==> config.mk <==
export PLATFORM = sky130hd
export DESIGN_NAME = dct_it_lift_pipe
export DESIGN_NICKNAME = d
export VERILOG_FILES = /design/src/rtl/dct_it_lift_pipe.sv
export SDC_FILE = /design/constraint.sdc
export NUM_CORES = 2
export LEC_CHECK = 0
export CAP_MARGIN = 20
export CORE_UTILIZATION = 61
export DETAILED_ROUTE_END_ITERATION = 6
export PLACE_DENSITY = 0.79
export SYNTH_ARGS = -nofsm -noshare
export SYNTH_HDL_FRONTEND = slang
export SYNTH_SLANG_ARGS = --single-unit
==> constraint.sdc <==
create_clock -name clk -period 62 [get_ports clk]
set_clock_uncertainty 0.2 [all_clocks]
set_input_delay 12.4 -clock clk [delete_from_list [all_inputs] [get_ports clk]]
set_output_delay 12.4 -clock clk [all_outputs]
set_load 0.05 [all_outputs]
==> src/rtl/dct_it_lift_pipe.sv <==
// 8-point inverse binDCT-C (shift-add lifting) as an 8-stage valid/ready pipeline.
// Optional macro DCT_IT_SAT_EN: saturate output lanes and report clipping on out_sat.
module dct_it_lift_pipe #(
  parameter int W_I       = 16,
  parameter int W_O       = 16,
  parameter int FRAC      = 3,
  parameter int OUT_SHIFT = 5
) (
  input  logic                  clk,
  input  logic                  rst_n,
  input  logic                  clr,
  input  logic                  in_valid,
  output logic                  in_ready,
  input  logic [7:0][W_I-1:0]   in_data,
  output logic                  out_valid,
  input  logic                  out_ready,
  output logic [7:0][W_O-1:0]   out_data,
  output logic [7:0]            out_sat,
  output logic                  busy
);

  localparam int WI = W_I + FRAC + 3;

  typedef logic signed [WI-1:0] word_t;

  localparam word_t RND_HALF = word_t'(2 ** (FRAC - 1));
  localparam word_t RND_KEEP = ~word_t'(2 ** FRAC - 1);

  // Round to a multiple of 2^FRAC, half away from zero (symmetric on magnitude).
  function automatic word_t rnd(input word_t v);
    word_t mag;
    word_t q;
    mag = v[WI-1] ? -v : v;
    q   = (mag + RND_HALF) & RND_KEEP;
    return v[WI-1] ? -q : q;
  endfunction

  function automatic word_t ext(input logic [W_I-1:0] d);
    return word_t'($signed(d)) <<< FRAC;
  endfunction

  logic                en;
  logic [7:0]          vld;
  word_t               s0 [8];
  word_t               s1 [8];
  word_t               s2 [8];
  word_t               s3 [8];
  word_t               s4 [8];
  word_t               s5 [8];
  word_t               s6 [8];
  logic [7:0][W_O-1:0] lane_d;

  assign en        = ~out_valid | out_ready;
  assign in_ready  = en;
  assign out_valid = vld[7];
  assign busy      = |vld;

  // A flush or a stall-free edge moves the whole valid chain; clr drops a same-cycle input beat too.
  always_ff @(posedge clk or negedge rst_n) begin
    if (!rst_n) begin
      vld <= '0;
    end else if (clr) begin
      vld <= '0;
    end else if (en) begin
      vld <= {vld[6:0], in_valid};
    end
  end

  // NOTE: datapath flops carry no reset; the valid chain alone says which contents are real.
  always_ff @(posedge clk) begin
    if (en) begin
      // NOTE: non-blocking throughout, so every stage reads its predecessor's pre-edge value.
      s0[0] <= ext(in_data[0]);
      s0[1] <= ext(in_data[4]);
      s0[2] <= ext(in_data[6]);
      s0[3] <= ext(in_data[2]);
      s0[4] <= ext(in_data[7]);
      s0[5] <= ext(in_data[5]);
      s0[6] <= ext(in_data[3]);
      s0[7] <= ext(in_data[1]);

      s1[0] <= s0[0];
      s1[1] <= rnd(s0[0] >>> 1) - s0[1];
      s1[2] <= s0[2];
      s1[3] <= s0[3] - rnd((s0[2] >>> 3) + (s0[2] >>> 2));
      s1[4] <= s0[4];
      s1[5] <= s0[5];
      s1[6] <= rnd(s0[5] >>> 1) + s0[6];
      s1[7] <= s0[7];

      s2[0] <= s1[0] - s1[1];
      s2[1] <= s1[1];
      s2[2] <= s1[2] + rnd((s1[3] >>> 3) + (s1[3] >>> 2));
      s2[3] <= s1[3];
      s2[4] <= s1[4] + rnd(s1[7] >>> 3);
      s2[5] <= s1[5] - rnd((s1[6] >>> 3) + (s1[6] >>> 2) + (s1[6] >>> 1));
      s2[6] <= s1[6];
      s2[7] <= s1[7];

      s3[0] <= s2[0] + s2[3];
      s3[1] <= s2[1] + s2[2];
      s3[2] <= s2[1] - s2[2];
      s3[3] <= s2[0] - s2[3];
      s3[4] <= s2[4] + s2[5];
      s3[5] <= s2[4] - s2[5];
      s3[6] <= s2[7] - s2[6];
      s3[7] <= s2[6] + s2[7];

      s4    <= s3;
      s4[5] <= rnd((s3[6] >>> 3) + (s3[6] >>> 1)) - s3[5];

      s5    <= s4;
      s5[6] <= s4[6] - rnd((s4[5] >>> 3) + (s4[5] >>> 2));

      for (int i = 0; i < 4; i++) begin
        s6[i]     <= s5[i] + s5[7-i];
        s6[4 + i] <= s5[3-i] - s5[4 + i];
      end
    end
  end

`ifdef DCT_IT_SAT_EN
  localparam word_t SAT_MAX = word_t'(2 ** (W_O - 1) - 1);
  localparam word_t SAT_MIN = -SAT_MAX - word_t'(1);

  logic [7:0] sat_d;
  word_t      shifted;

  always_comb begin
    // NOTE: defaults first so every path assigns every bit; nothing here can become a latch.
    lane_d  = '0;
    sat_d   = '0;
    shifted = '0;
    for (int i = 0; i < 8; i++) begin
      shifted = s6[i] >>> OUT_SHIFT;
      if (shifted > SAT_MAX) begin
        lane_d[i] = SAT_MAX[W_O-1:0];
        sat_d[i]  = 1'b1;
      end else if (shifted < SAT_MIN) begin
        lane_d[i] = SAT_MIN[W_O-1:0];
        sat_d[i]  = 1'b1;
      end else begin
        lane_d[i] = shifted[W_O-1:0];
      end
    end
  end

  always_ff @(posedge clk or negedge rst_n) begin
    if (!rst_n) begin
      out_sat <= '0;
    end else if (en) begin
      out_sat <= sat_d;
    end
  end
`else
  always_comb begin
    lane_d = '0;
    for (int i = 0; i < 8; i++) begin
      lane_d[i] = W_O'(s6[i] >>> OUT_SHIFT);
    end
  end

  assign out_sat = '0;
`endif

  always_ff @(posedge clk or negedge rst_n) begin
    if (!rst_n) begin
      out_data <= '0;
    end else if (en) begin
      out_data <= lane_d;
    end
  end

endmodule
==> run_results.csv <==
group,metric,value,unit
synthesis,post_synth_num_cell_types,122,
outcome,violations,"design-rule violations",
sta,clock.fmax,0.0365,GHz
min_path,worstHoldEndpoint,"s1[1][11]",
floorplanning,i_o_pin_cnt,272,
detailed_routing,route.detailed.drc,1,
detailed_routing,detail_route.wirelength,150000,um
detailed_routing,post_drt_wl_per_cell,18.3,um
clock_tree,tritoncts_num_sinks,1099,
detailed_routing,firstDrtPassIters,7,
detailed_routing,dr.first_iter.drc_count,3298,
synthesis,postSynthAreaPerCell,10.6,um^2
finish,synthToLayoutAreaGrowth,11.9,%
synthesis,warnings_synthesis,0,
synthesis,synth_seq_area_share,0.480,
critical_path,required_time_at_the_endpoint_of_the_critical_path,49.40,ns
critical_path,r2r.worst_path.cells,25,
detailed_routing,post_drt_via_cell_ratio,5.79,
synthesis,number_of_enable_flip_flop_cells_after_synthesis,963,
sta,hold_violations,0,
floorplanning,rows,121,
finish,final_nets,7318,
floorplanning,initial_utilization,0.617,
synthesis,synth_top_cell_by_area,"edfxtp_1",
floorplanning,dieHeight,334,um
clock_tree,cts.reportedPaths.clkPinSlew,0.06,ns
sta,max_slew.worst_pin.slew,1.11,ns
clock_tree,postCtsHoldBufs,0,
critical_path,worst_r2r_endpoint,"s2[1][43]",
finish,drive_above_1_share,0.0478,
critical_path,worst_setup_path_start_kind,"input pin",
floorplanning,die_w,334,um
critical_path,setup.worst_path.end_class,"output port",
synthesis,dominantRegCellSynth,"edfxtp_1",
clock_tree,tritoncts.num_buffers,111,
critical_path,criticalPathCategory,"in2out",
clock_tree,post-cts-setup-buffer-count,0,
outcome,run_status,"finished with violations",
sta,final.period_utilization,0.441,
sta,final.setup.tns,0,ns
synthesis,synthesis.instances,6345,
floorplanning,placeableCoreArea,0.109,mm^2
job,max_cap_viol_count,0,
min_path,hp-class,"reg2reg",
global_route,grt_start_max_net_pins,210,
sta,timing.final.crit_period,27.36,ns
placement,place_congestion,0.922,
min_path,whs_path_depth,0,
global_route,grt_first_pass_wirelength,235000,um
synthesis,largest_cells_by_area_after_synthesis,"edfxtp_1 (43%), ha_1 (10%), xnor2_1 (6.2%)",
detailed_routing,route.vias.total,47400,
sta,setup_viol_count_final,0,
sta,rsz0062_at_grt,"no",
global_route,groute.usage.overall,0.266,
detailed_routing,drtAntennaViolNets,0,
clock_tree,clockRootBuffer,"clkbuf_16",
synthesis,yosys_register_bits,1099,
critical_path,timing.critical_path.fanout_max,69,
synthesis,netlist_area,0.0674,mm^2
global_route,vias_in_the_first_global_route,44500,
floorplanning,die_area,0.112,mm^2
global_route,initial_antenna_violation_count,4,
global_route,gr-total-overflow,0,
clock_tree,ctsResizeCount,0,
sta,final_max_slew_viols,0,
sta,worst_slew_margin_relative_to_its_limit,0.263,
critical_path,r2r_start,"s1[1][48]",
placement,numPortBuffers,263,
synthesis,synth_async_sr_flop_share,0.124,
clock_tree,cts_max_level,3,
min_path,timing.hold.worst.start,"s0[1][8]",
critical_path,timing.critical_path.arrival,14.76,ns
placement,dp_hpwl,116000,um
clock_tree,cts_max_path_buffers,3,
critical_path,reg2reg_setup_slack,53.67,ns
synthesis,yosysTopAreaCellShare,0.429,
clock_tree,cts_tree,"built",
clock_tree,clk-insertion-delay-late,0.73,ns
## metal layers
| metal | global-route usage | share of wire |
|---|---|---|
| met1 | 0.361 | 0.44 |
| met4 | 0.0821 | 0.029 |
| met2 | 0.446 | 0.48 |
| met3 | 0.0319 | 0.048 |
| met5 | 0 | 0.00022 |
## metrics by stage
step	setup WS [ns]	cell area, um^2	cells	hold WS, ns	util
global route	34.50	75400	8175	0.214	0.690
CTS	34.62	75300	8173	0.202	0.690
finish	34.64	75400	8178	0.197	0.690
floorplan	10.37	67400	6352	0.200	-
global placement	34.67	71500	7961	0.201	0.655
detailed placement	34.65	71500	7961	0.205	0.655
## layout make-up
cell class	instances	area (um^2)
multi-input cells	4631	32700
diodes	3	7.51
flip-flops and latches	1099	32300
clock inverters	76	865
fillers	8064	33800
clock buffers	136	2990
inverters	470	1770
repair buffers	287	2870
well taps	1476	1850
## worst max-delay path by stage
stage	from	end	cells past startpoint	slack [ns]
after floorplan	out_ready	in_ready	3	10.37
after global placement	out_ready	in_ready	5	34.67
after detailed placement	out_ready	in_ready	5	34.65
after CTS	out_ready	in_ready	5	34.62
after global routing	out_ready	in_ready	5	34.50
final	out_ready	in_ready	5	34.64
## registers in the layout, summed over array words and instances, names as in the netlist
register and flops:
s1 136, s3 142, s6 128, s4 142
vld 8, s0 128, s2 145, s5 142
out_data 128
## synthesized netlist by cell type (21+ instances only)
cell type and number:
clkbuf_1 121, nand4_1 21, a31oi_1 36, a211o_1 21, nor2_1 380, nor4_1 38, nand2_1 710, a21o_1 65
o211ai_1 34, o21ai_0 251, inv_1 466, a21oi_1 328, a21boi_0 31, xnor2_1 480, nor2b_1 59, and3_1 65
xor2_1 235, or2_2 36, fa_1 30, dfrtp_1 136, nand2b_1 81, edfxtp_1 963, and2_1 24, a211oi_1 46
o21bai_1 112, ha_1 555, or3_1 65, nor3_1 202, o21a_1 142, nand3_1 107, o31ai_1 52
## kinds of logic (layout without fill, tap and decap cells)
kind of cell / after synthesis / after routing / share of synthesized area
other: 1 / 11 / 0.0000557
AND/OR/NAND/NOR: 1914 / 1914 / 0.136
flip-flops: 1099 / 1099 / 0.480
buffers and inverters: 622 / 969 / 0.0354
multiplexers: 21 / 21 / 0.00331
adder cells (fa/ha/maj): 587 / 587 / 0.112
AO/OA/AOI/OAI: 1379 / 1379 / 0.138
XOR/XNOR: 722 / 722 / 0.0952
## critical path, stage by stage
cell,delay [ns]
clkdlybuf4s50_1,0.46
nor2b_4,0.12
buf_4,0.57
inv_8,0.31
clkdlybuf4s50_1,0.81
## cells in the final DEF, fill, tap and decap left out, types with 24 or more instances in the layout
| cell | synthesis | routed |
|---|---|---|
| nand2_1 | 710 | 710 |
| a21oi_1 | 328 | 328 |
| a21o_1 | 65 | 65 |
| a21boi_0 | 31 | 31 |
| or2_2 | 36 | 36 |
| o21bai_1 | 112 | 112 |
| o31ai_1 | 52 | 52 |
| nand3_1 | 107 | 107 |
| and3_1 | 65 | 65 |
| nand2b_1 | 81 | 81 |
| o21ai_0 | 251 | 251 |
| clkinv_2 | 0 | 27 |
| a31oi_1 | 36 | 36 |
| nor2b_1 | 59 | 58 |
| ha_1 | 555 | 555 |
| clkdlybuf4s50_1 | 0 | 262 |
| dfrtp_1 | 136 | 136 |
| nor2_1 | 380 | 380 |
| a211oi_1 | 46 | 46 |
| xor2_1 | 235 | 235 |
| and2_1 | 24 | 24 |
| nor3_1 | 202 | 202 |
| xnor2_1 | 480 | 480 |
| o21a_1 | 142 | 142 |
| fa_1 | 30 | 30 |
| nor4_1 | 38 | 38 |
| o211ai_1 | 34 | 34 |
| inv_1 | 466 | 466 |
| edfxtp_1 | 963 | 963 |
| or3_1 | 65 | 65 |
| clkbuf_16 | 0 | 116 |
Power is left out: the tool's default activity adds up to more than one toggle a clock period on the data nets, which glitch-free logic cannot reach.
